### config.mk
export PLATFORM = sky130hd
export DESIGN_NAME = pixel_mem_scheduler
export DESIGN_NICKNAME = d
export VERILOG_FILES = /design/src/rtl/pixel_mem_scheduler.sv
export SDC_FILE = /design/constraint.sdc
export NUM_CORES = 1
export LEC_CHECK = 0
export CAP_MARGIN = 20
export CORE_UTILIZATION = 48
export CTS_CLUSTER_DIAMETER = 30
export DETAILED_ROUTE_END_ITERATION = 7
export GPL_TIMING_DRIVEN = 0
export PLACE_DENSITY_LB_ADDON = 0.12
export REMOVE_ABC_BUFFERS = 1
export SYNTH_ARGS = -nofsm -noshare
export SYNTH_HDL_FRONTEND = slang
export SYNTH_SLANG_ARGS = --single-unit
### constraint.sdc
create_clock -name i_clk -period 16.18 [get_ports i_clk]
set_input_delay 3.236 -clock i_clk [delete_from_list [all_inputs] [get_ports i_clk]]
set_output_delay 3.236 -clock i_clk [all_outputs]
set_load 0.1 [all_outputs]
### src/rtl/pixel_mem_scheduler.sv
// Arbitrates the single-port image RAM between display fetches (absolute priority)
// and decryptor loads/stores; routes the synchronous read data back one cycle later.
module pixel_mem_scheduler #(
    parameter int DATA_W     = 8,
    parameter int STRIDE_ENC = 640,
    parameter int STRIDE_DEC = 320
) (
    input  logic              i_clk,
    input  logic              i_rst_n,
    input  logic              i_pix_en,
    input  logic              i_video_on,
    input  logic [9:0]        i_pos_x,
    input  logic [9:0]        i_pos_y,
    input  logic              i_chg_img,
    output logic [DATA_W-1:0] o_pix_data,
    output logic              o_pix_valid,
    input  logic              i_dec_req,
    input  logic              i_dec_we,
    input  logic [31:0]       i_dec_addr,
    input  logic [DATA_W-1:0] i_dec_wdata,
    output logic              o_dec_gnt,
    output logic              o_dec_rvalid,
    output logic [DATA_W-1:0] o_dec_rdata,
    output logic [31:0]       o_mem_addr,
    output logic              o_mem_we,
    output logic [DATA_W-1:0] o_mem_wdata,
    input  logic [DATA_W-1:0] i_mem_rdata,
    output logic              o_img_sel
);

    typedef enum logic [1:0] {
        ST_IDLE,
        ST_DISP_RD,
        ST_DEC_RD,
        ST_DEC_WR
    } state_t;

    state_t              r_state;
    state_t              w_state_next;
    logic [31:0]         r_last_addr;
    logic                r_img_sel;
    logic                r_blank_pend;
    logic [DATA_W-1:0]   r_pix_data;
    logic                r_pix_valid;
    logic [DATA_W-1:0]   r_dec_rdata;
    logic                r_dec_rvalid;

    logic                w_frame_start;
    logic                w_img_eff;
    logic [31:0]         w_stride;
    logic [16:0]         w_off;
    logic [31:0]         w_disp_addr;
    logic                w_disp_rd;
    logic                w_blank;
    logic [31:0]         w_mem_addr;
    logic                w_mem_we;
    logic                w_dec_gnt;

    // The frame-start fetch already uses the newly requested image, so a switch never tears.
    assign w_frame_start = i_pix_en && (i_pos_x == 10'd0) && (i_pos_y == 10'd0);
    assign w_img_eff     = w_frame_start ? i_chg_img : r_img_sel;
    assign w_stride      = w_img_eff ? 32'(STRIDE_DEC) : 32'(STRIDE_ENC);
    assign w_off         = 17'(w_stride * {22'd0, i_pos_y} + {22'd0, i_pos_x});
    assign w_disp_addr   = {14'd0, w_img_eff, w_off};

    assign w_disp_rd = i_pix_en & i_video_on;
    assign w_blank   = i_pix_en & ~i_video_on;

    always_ff @(posedge i_clk or negedge i_rst_n) begin
        if (!i_rst_n) begin
            r_state <= ST_IDLE;
        end else begin
            r_state <= w_state_next;
        end
    end

    always_comb begin
        w_state_next = ST_IDLE;
        w_mem_addr   = r_last_addr;
        w_mem_we     = 1'b0;
        w_dec_gnt    = 1'b0;
        if (w_disp_rd) begin
            w_state_next = ST_DISP_RD;
            w_mem_addr   = w_disp_addr;
        end else if (i_dec_req) begin
            w_state_next = i_dec_we ? ST_DEC_WR : ST_DEC_RD;
            w_mem_addr   = i_dec_addr;
            w_mem_we     = i_dec_we;
            w_dec_gnt    = 1'b1;
        end
    end

    always_ff @(posedge i_clk or negedge i_rst_n) begin
        if (!i_rst_n) begin
            r_last_addr  <= '0;
            r_img_sel    <= 1'b0;
            r_blank_pend <= 1'b0;
            r_pix_data   <= '0;
            r_pix_valid  <= 1'b0;
            r_dec_rdata  <= '0;
            r_dec_rvalid <= 1'b0;
        end else begin
            r_last_addr  <= w_mem_addr;
            r_blank_pend <= w_blank;
            if (w_frame_start) begin
                r_img_sel <= i_chg_img;
            end
            // Blanking positions never touch the RAM but still emit a black pixel.
            r_pix_valid <= (r_state == ST_DISP_RD) | r_blank_pend;
            if (r_state == ST_DISP_RD) begin
                r_pix_data <= i_mem_rdata;
            end else if (r_blank_pend) begin
                r_pix_data <= '0;
            end
            r_dec_rvalid <= (r_state == ST_DEC_RD);
            if (r_state == ST_DEC_RD) begin
                r_dec_rdata <= i_mem_rdata;
            end
        end
    end

    assign o_mem_addr   = w_mem_addr;
    assign o_mem_we     = w_mem_we;
    assign o_mem_wdata  = i_dec_wdata;
    assign o_dec_gnt    = w_dec_gnt;
    assign o_pix_data   = r_pix_data;
    assign o_pix_valid  = r_pix_valid;
    assign o_dec_rdata  = r_dec_rdata;
    assign o_dec_rvalid = r_dec_rvalid;
    assign o_img_sel    = r_img_sel;

endmodule

# Yosys cells after proc, flatten, opt, wreduce, memory -nomap -nowiden
# Cells that the tools add are included.
# totals
regBits,54
latch_bits,0
ram_bits,0
mem_bits_ro,0
in_bits,75
out_inout_bits,61
wordCells,34
n_memories,0
# classes
addsub,1
mul,1
div,0
order_cmp,0
eq_ne,2
shift,0
muxes,13
bitwise,4
reduce_logical,5
# ops
operator,n
two-way mux 32 bit,2
logical NOT 10 bit,2
adder 17 x 10 -> 17 bit,1
multiplier 10 x 10 -> 17 bit,1
two-way mux 8 bit,2
two-way mux 10 bit,1
two-way mux 1 bit,6
two-way mux 2 bit,2
AND 1 bit,2
"equality test 2 x 1 -> 1 bit, second input constant",1
"equality test 2 bit, second input constant",1
logical AND 1 bit,2
nonzero test 2 bit,1
NOT 1 bit,1
OR 1 bit,1

# Depth between registers and ports, before layout
# Gate-level depths: netlist (run 1).
# logic_depth
ltp_word,8
mapped_depth,19
depth_no_buf,18

# Least setup slack after synthesis (run 1)
# No wires, ideal clock.
# synth_timing
path_type,input-to-output
from,in i_pos_y[8]
to,out o_mem_addr[16]
arrival_ns,10.163
required_time_ns,12.944
setup_slack_ns,2.781
cell_stages,16
n_path_buf,0
path_cell_list,or4_1 -> nor4_2 -> mux2i_1 -> mux2_1 -> ha_1 -> inv_1 -> fa_1 -> inv_1 -> fa_1 -> ha_1 -> ha_1 -> ha_1 -> or4_1 -> o22ai_1 -> xnor3_1 -> o21ai_0
# synth_between
elab_chain_len,7
# synth_lines
element,line_no,source
start: declaration,13,"input logic [9:0] i_pos_y,"
logical NOT 10 bit,60,assign w_frame_start = i_pix_en && (i_pos_x == 10'd0) && (i_pos_y == 10'd0);
logical AND 1 bit,60,
two-way mux 1 bit,--,
two-way mux 10 bit,62,assign w_stride = w_img_eff ? 32'(STRIDE_DEC) : 32'(STRIDE_ENC);
multiplier 10 x 10 -> 17 bit (*),63,"assign w_off = 17'(w_stride * {22'd0, i_pos_y} + {22'd0, i_pos_x});"
adder 17 x 10 -> 17 bit (*),63,
two-way mux 32 bit (*),82,if (w_disp_rd) begin
end: declaration,24,"output logic [31:0] o_mem_addr,"
# Mark *: on every way between the ends. The rest lies on a longest branch, timed or not.

# Worst setup path in the final report (run 1)
# layout_timing
from,in i_pix_en
to,out o_mem_addr[16]
# layout_between
elab_chain_len,7
elab_cells_between_ends,8
cone_classes,add/sub (1); mul (1); mux (3); bitwise (1); reduce/logical (2)
# layout_lines
element,line_no,source
start: declaration,10,"input logic i_pix_en,"
logical AND 1 bit (2 in a row),60,
two-way mux 1 bit,--,
two-way mux 10 bit,62,
multiplier 10 x 10 -> 17 bit,63,
adder 17 x 10 -> 17 bit,63,
two-way mux 32 bit (*),82,
# Marks and branches as above.

==> results.txt, run 1 <==
----------------------------------------------------
[Status]
  Run status ... finished, final reports clean

[Setup path]
  Slowest cell delay on critical path ... 1180 ps
  Critical path's top delay family ... adder cells
  Cell Chain, Critical Path ... clkdlybuf4s50_1 -> nor4b_1 -> nand4_1 -> nor4_2 -> mux2i_1 -> mux2_1 -> ha_1 -> inv_1 -> fa_1 -> inv_1 -> fa_1 -> ha_1 -> ha_1 -> ha_1 -> or4_1 -> o22ai_1 -> xnor3_1 -> o21ai_0 -> clkdlybuf4s50_1
  Type of destination of the critical path ... primary output
  CP most frequent cell ... sky130_fd_sc_hd__ha_1
  Startpoint kind of the worst setup timing path ... input pin
  Arrival @ worst endpoint ... 10330 ps
  Worst EP required ... 12940 ps
  Crit Path Category ... in2out
  Crit-path max FO ... 8
  Number of buffer and inverter instances along the worst setup path ... 4
  Critical-path top delay cell ... sky130_fd_sc_hd__clkdlybuf4s50_1

[Clock tree]
  CTS Root Cell ... sky130_fd_sc_hd__clkbuf_8
  Cells resized by post-CTS repair ... 0
  H-Tree Level Count ... 2
  Insertion delay of the later-clocked pin in the worst-skew pair ... 290 ps
  Clock slew at the register clock pins of the worst setup and hold paths ... 80 ps
  Buffer count from post-CTS setup fixing ... 0
  TritonCTS clock tree ... built
  CTS sink cnt ... 54
  Buffers from clock root to sink, at most ... 2
  TritonCTS Buffers ... 5
  Post-CTS Hold Buffers ... 0

[Timing]
  Worst slew pin tran ... 1013 ps
  Max-slew violation count ... 0
  Clk_skew ... 6.422 ps
  Worst hold slack across all endpoints ... 508.7 ps
  Post-route setup slack ... 2618 ps
  Hold violation total from the final report ... 0
  Clock period minus worst slack ... 13560 ps
  Slew HR ... 32.25%
  RSZ-0062 raised after global routing ... no
  Setup TNS ... 0 ps
  Setup violators final ... 0
  Final Cycle Share ... 83.82%
  Fmax achieved ... 0.07374 GHz

[Floorplanning]
  Ports placed on the boundary ... 136
  DIE HEIGHT ... 88.18 um
  FP Rows ... 31
  Die footprint ... 7775 um^2
  Initial Utilization ... 49.41%
  Die Width ... 88.18 um
  Placeable core region ... 7214 um^2

[Drt]
  First-pass DRT Iterations ... 4
  DRC errors left ... 0
  Average vias per placed instance ... 5.044
  Mean routed wirelength per cell ... 14.09 um
  Number of routed nets with antenna violations ... 0
  Starting DRC count in detailed routing ... 93
  WL final ... 7720 um
  Vias ... 2764

[GRT]
  Residual overflow from global routing ... 0
  Pin count of the biggest net entering global routing ... 49
  Number of global-route vias before repair ... 2682
  Global-route wire length before repair ... 12380 um
  Number of antenna violations at the first check in global routing ... 0
  Tot GR Track Use ... 20.61%

[Cells and area]
  Finished Cell Area ... 4868 um^2
  Area grow syn2layout ... 36.57%
  Final standard cell utilization of the core ... 67.48%
  Net count, final ... 574
  Ant diodes ... 0
  Fraction of layout cells with a size suffix above 1 ... 5.791%
  Layout Cells excl Fill ... 548

[Power and ir drop]
  Part of the total power dissipated in combinational logic ... 53.1%
  Sequential share of power ... 31.8%
  Pwr Density ... 102.2 nW/um^2
  Max VDD drop ... 0.00004136 V
  Part of the power in the clock network ... 15.0%
  Standby leakage power ... 2.304 nW
  Share of total power consumed by net switching ... 46.77%
  Cell-internal power ... 0.2648 mW
  Overall power of the completed layout ... 0.4975 mW
  Net Switching ... 0.2327 mW

[Worst hold path]
  Hold/Removal Path Class ... reg2reg

[Yosys]
  Leading cell types by total area after synthesis ... sky130_fd_sc_hd__dfrtp_1 38%, sky130_fd_sc_hd__ha_1 14%, sky130_fd_sc_hd__mux2i_1 7.9%
  Synthesized area divided by synthesized cell count ... 10.39 um^2
  Seq cells post-synth ... 54
  Share of synthesized flip-flops with an asynchronous set or reset ... 100.0%
  Count of different cell masters after synthesis ... 43
  Most used flip-flop cell after synthesis ... sky130_fd_sc_hd__dfrtp_1
  Mapped Cells ... 343
  Fraction of post-synthesis cell area in the top cell type by area ... 37.91%
  Sequential area share after synthesis ... 37.91%
  Number of enable-type register cells in the synthesized netlist ... 0
  Cell area after synthesis ... 3565 um^2
  Cell taking the most area after synthesis ... sky130_fd_sc_hd__dfrtp_1
  Yosys warns ... 0

[Placement]
  Final HPWL from detailed placement ... 6166 um
  Port Buffers ... 119
  Cell Area, Placed ... 4777 um^2
  Worst setup timing slack at the placement stage ... 2576 ps
  Cells after DPL ... 540
  Weighted congestion reported at the end of routability-driven placement ... 0.8731

[Run]
  Maximum capacitance violations ... 0

----------------------------------------------------
-- area by class of cell --
class,count,area [um^2]
inverters,23,86.33
fillers,584,2346
clock inverters,1,5.005
clock buffers,7,86.33
repair buffers,121,1212
multi-input cells,243,2003
flip-flops and latches,54,1351
well taps,99,123.9
-- state kept, by name, indices dropped and copies added, names as in the netlist --
register	flops
o_dec_rvalid	1
o_img_sel	1
r_blank_pend	1
r_last_addr	32
r_state	2
o_pix_valid	1
o_pix_data	8
o_dec_rdata	8
-- final timing paths --
check,from,to,slack [ps],cells after the start
setup / recovery,i_pix_en,o_mem_addr[16],2620,19
hold / removal,o_dec_rdata[2],o_dec_rdata[2],510,1
setup reg to reg,o_img_sel,r_last_addr[16],11150,14
hold reg to reg,o_dec_rdata[2],o_dec_rdata[2],510,1
max in group asynchronous,i_rst_n,o_dec_rvalid,12780,2
min in group asynchronous,i_rst_n,r_last_addr[19],2870,1
-- synth_stat cells, types with 3 or more instances --
cell and instances:
sky130_fd_sc_hd__nand3b_1 8, sky130_fd_sc_hd__a21oi_1 4, sky130_fd_sc_hd__nand2b_1 5, sky130_fd_sc_hd__clkbuf_1 15
sky130_fd_sc_hd__mux2_1 4, sky130_fd_sc_hd__nand4_1 3, sky130_fd_sc_hd__a21o_1 4, sky130_fd_sc_hd__dfrtp_1 54
sky130_fd_sc_hd__mux2i_1 28, sky130_fd_sc_hd__buf_4 8, sky130_fd_sc_hd__xor2_1 3, sky130_fd_sc_hd__o21ai_0 20
sky130_fd_sc_hd__fa_1 11, sky130_fd_sc_hd__nor2_1 21, sky130_fd_sc_hd__inv_1 23, sky130_fd_sc_hd__and2_1 9
sky130_fd_sc_hd__mux2_2 11, sky130_fd_sc_hd__xnor2_1 4, sky130_fd_sc_hd__nand2_1 33, sky130_fd_sc_hd__ha_1 40
sky130_fd_sc_hd__nor2b_1 8
-- cells by family after synthesis --
logic type	count (synthesis)	synth area share (%)
compound gates	37	6.213
xor+xnor	8	2.352
fa+ha+maj	51	20.22
buf+inv	48	6.142
flops	54	37.91
mux	43	12.60
other cells	1	0.1052
simple gates	101	14.46
-- power by group through the flow --
stage / sequential [mW] / combinational [mW] / clock [mW]
5_1_grt: 0.161 / 0.280 / 0.0836
3_5_place_dp: 0.161 / 0.265 / 0
6_report: 0.158 / 0.264 / 0.0747
2_1_floorplan: 0.211 / 0.143 / 0
3_3_place_gp: 0.160 / 0.262 / 0
4_1_cts: 0.159 / 0.266 / 0.0769
-- cells in the final DEF (no fill, tap or decap), drive strengths merged, types with 2 or more instances in the layout --
master	count
xor2	3
dfrtp	54
a211oi	2
nand2	33
clkdlybuf4s50	117
nand3	2
mux2i	28
o21ai	20
nor2	21
or4	2
buf	4
ha	40
a21oi	5
fa	11
nand4	3
nor2b	8
nand3b	8
xnor2	4
nor4	3
clkbuf	7
conb	3
mux2	15
nand2b	5
and2	9
a21o	4
inv	23
nor3	2
-- layer usage --
| metal | GRT usage, % | wire length, um | vias up |
|---|---|---|---|
| met5 | 0 | 0 | - |
| met4 | 5.718 | 151 | 0 |
| met3 | 4.147 | 366 | 10 |
| met2 | 35.59 | 3776 | 86 |
| met1 | 26.23 | 3426 | 1305 |
| li1 | - | - | 1363 |
No activity file was read; power rests on OpenSTA's default activity.
==> inputs of run 2 (changes only) <==
- CORE_UTILIZATION: 48 -> 45
- clock period: 16.18 -> 13.23 ns (I/O delays scaled with it)
==> run 2 against run 1 <==
Sequential share of layout area down 0.30 points. Largest power group unchanged. Cell area grew 1.1%. Total power grew 26%. Die area rose by 6.5%. Combinational power grew 23%. Setup slack worse by 1800 ps. Clock skew is 2.5 ps lower. Largest cell class unchanged. Wire length increased by 0.74%.
==> results.txt, run 2 (synthesis results as in run 1) <==
----------------------------------------------------
[Status]
  Run status ... finished, final reports clean (unchanged)

[Drt]
  Vias ... 2768 (was 2764)
  Average vias per placed instance ... 5.014 (was 5.044)
  WL final ... 7777 um (was 7720 um)
  DRC errors left ... 0 (unchanged)
  Mean routed wirelength per cell ... 14.09 um (about the same)
  First-pass DRT Iterations ... 4 (unchanged)
  Starting DRC count in detailed routing ... 64 (was 93)
  Number of routed nets with antenna violations ... 0 (unchanged)

[Worst hold path]
  Depth of the worst hold-timing path ... 1 (unchanged)
  End point of the most critical hold path ... o_dec_rdata[7] (was o_dec_rdata[2])
  Worst min-delay path startpoint ... o_dec_rdata[7] (was o_dec_rdata[2])
  Hold/Removal Path Class ... reg2reg (unchanged)

[Cells and area]
  Most frequent cells in the layout ... 117 x sky130_fd_sc_hd__clkdlybuf4s50_1, 54 x sky130_fd_sc_hd__dfrtp_1, 40 x sky130_fd_sc_hd__ha_1, 33 x sky130_fd_sc_hd__nand2_1, 28 x sky130_fd_sc_hd__mux2i_1 (unchanged)
  Commonest non-fill, non-tap cell in the layout ... sky130_fd_sc_hd__clkdlybuf4s50_1 (unchanged)
  Net count, final ... 575 (was 574)
  Fraction of layout cells with a size suffix above 1 ... 6.222% (was 5.791%)
  Number of flip-flops in the largest register ... 32 (unchanged)
  Final standard cell utilization of the core ... 64.03% (was 67.48%)
  Area grow syn2layout ... 38.08% (was 36.57%)
  Biggest register ... r_last_addr (unchanged)
  Final-layout fill cell count ... 653 (was 584)
  Ant diodes ... 0 (unchanged)

[Placement]
  Final HPWL from detailed placement ... 6151 um (was 6166 um)
  Port Buffers ... 119 (unchanged)
  Weighted congestion reported at the end of routability-driven placement ... 0.8455 (was 0.8731)
  Worst setup timing slack at the placement stage ... 806.8 ps (was 2576 ps)

[Power and ir drop]
  Share of total power consumed by net switching ... 46.13% (was 46.77%)
  Part of the power in the clock network ... 17.7% (was 15.0%)
  Max VDD drop ... 0.00005550 V (was 0.00004136 V)
  Part of the total power dissipated in combinational logic ... 51.5% (was 53.1%)
  Sequential share of power ... 30.8% (was 31.8%)
  Cell-internal power ... 0.3385 mW (was 0.2648 mW)
  Pwr Density ... 127.6 nW/um^2 (was 102.2 nW/um^2)
  Standby leakage power ... 2.319 nW (was 2.304 nW)
  Net Switching ... 0.2898 mW (was 0.2327 mW)

[Timing]
  Fmax achieved ... 0.08088 GHz
  Hold violation total from the final report ... 0 (unchanged)
  Slew HR ... 32.75% (was 32.25%)
  Clk_skew ... 3.906 ps (was 6.422 ps)
  Setup TNS ... 0 ps (unchanged)
  Final Cycle Share ... 93.45%
  Max-slew violation count ... 0 (unchanged)
  Worst slew pin tran ... 1006 ps (was 1013 ps)
  Worst hold slack across all endpoints ... 516.3 ps (was 508.7 ps)
  Clock period minus worst slack ... 12360 ps
  Setup violators final ... 0 (unchanged)
  RSZ-0062 raised after global routing ... no (unchanged)
  Post-route setup slack ... 866.1 ps (was 2618 ps)

[GRT]
  Pin count of the biggest net entering global routing ... 49 (unchanged)
  Global-route wire length before repair ... 13280 um (was 12380 um)
  Number of antenna violations at the first check in global routing ... 0 (unchanged)
  Tot GR Track Use ... 20.05% (was 20.61%)
  Number of global-route vias before repair ... 2759 (was 2682)
  Residual overflow from global routing ... 0 (unchanged)

[Setup path]
  Endpoint of the worst register-to-register path ... r_last_addr[16] (unchanged)
  Worst EP required ... 10580 ps (was 12940 ps)
  CP most frequent cell ... sky130_fd_sc_hd__ha_1 (unchanged)
  Critical path's top delay family ... adder cells (unchanged)
  Number of buffer and inverter instances along the worst setup path ... 4 (unchanged)
  Cell Chain, Critical Path ... clkdlybuf4s50_1 -> nor4b_1 -> nand4_1 -> nor4_2 -> mux2i_1 -> mux2_1 -> ha_1 -> inv_1 -> fa_1 -> inv_1 -> fa_1 -> ha_1 -> ha_1 -> ha_1 -> or4_1 -> o22ai_1 -> xnor3_1 -> o21ai_0 -> clkdlybuf4s50_1 (unchanged)
  Startpoint kind of the worst setup timing path ... input pin (unchanged)
  Slowest cell delay on critical path ... 1180 ps (about the same)
  Crit Path Category ... in2out (unchanged)
  Crit-path max FO ... 8 (unchanged)
  Launch instance of the worst register-to-register path ... o_img_sel (unchanged)
  Minimum setup slack among reg-to-reg paths ... 8250 ps (was 11150 ps)
  Critical-path top delay cell ... sky130_fd_sc_hd__clkdlybuf4s50_1 (unchanged)
  Arrival @ worst endpoint ... 9720 ps (was 10330 ps)
  Count of cells along the worst register-to-register path ... 14 (unchanged)
  Type of destination of the critical path ... primary output (unchanged)

[Floorplanning]
  FP Rows ... 32 (was 31)
  Die Width ... 91 um (was 88.18 um)
  Die footprint ... 8281 um^2 (was 7775 um^2)
  Placeable core region ... 7687 um^2 (was 7214 um^2)
  Ports placed on the boundary ... 136 (unchanged)
  Initial Utilization ... 46.37% (was 49.41%)
  DIE HEIGHT ... 91 um (was 88.18 um)

[Clock tree]
  Post-CTS Hold Buffers ... 0 (unchanged)
  Cells resized by post-CTS repair ... 0 (unchanged)
  Buffers from clock root to sink, at most ... 2 (unchanged)
  Clock slew at the register clock pins of the worst setup and hold paths ... 100 ps (was 80 ps)
  TritonCTS clock tree ... built (unchanged)
  TritonCTS Buffers ... 5 (unchanged)
  Buffer count from post-CTS setup fixing ... 0 (unchanged)
  CTS sink cnt ... 54 (unchanged)
  H-Tree Level Count ... 2 (unchanged)
  Insertion delay of the later-clocked pin in the worst-skew pair ... 300 ps (was 290 ps)
  CTS Root Cell ... sky130_fd_sc_hd__clkbuf_8 (unchanged)

[Run]
  Maximum capacitance violations ... 0 (unchanged)

----------------------------------------------------
## run 2: worst max path at each step
stage / from / to / slack, ps / depth (start not counted)
floorplan: i_pos_y[8] / o_mem_addr[16] / 720 / 16
global placement: i_pix_en / o_mem_addr[16] / 340 / 19
detailed placement: i_pix_en / o_mem_addr[16] / 810 / 19
CTS: i_pix_en / o_mem_addr[16] / 770 / 19
global route: i_pix_en / o_mem_addr[16] / 500 / 19
finish: i_pix_en / o_mem_addr[16] / 870 / 19
## run 2: through the flow
stage / total power [mW] / cell area, um^2 / instances
final: 0.6283 / 4922 / 552
after global routing: 0.6611 / 4922 / 552
after CTS: 0.6335 / 4922 / 552
after detailed placement: 0.5217 / 4808 / 544
after global placement: 0.5179 / 4758 / 541
after floorplan: 0.4332 / 3440 / 320
## run 2: power groups by stage
stage | Clock, mW | Combinational, mW | Sequential [mW]
detailed placement | 0 | 0.324 | 0.197
floorplan | 0 | 0.175 | 0.258
global placement | 0 | 0.322 | 0.196
CTS | 0.114 | 0.326 | 0.194
finish | 0.111 | 0.324 | 0.194
global route | 0.122 | 0.343 | 0.196
## run 2: area by class of cell
type / instances / area [um^2] / area share [%]
inverter: 23 / 86.33 / 1.754
sequential: 54 / 1351 / 27.45
clock buffer: 5 / 68.82 / 1.398
multi-input combinational: 243 / 2003 / 40.70
timing repair buffer: 122 / 1240 / 25.19
tap: 102 / 127.6 / 2.593
clock inverter: 3 / 45.04 / 0.9151
## run 2: per-layer routing
metal,global-route usage (%),routed length (um),share of wire [%],vias up
met5,0,0,0,-
li1,-,-,-,1368
met2,33.90,3854,50,87
met3,3.518,333,4.3,9
met4,6.217,116,1.5,0
met1,26.23,3472,45,1304
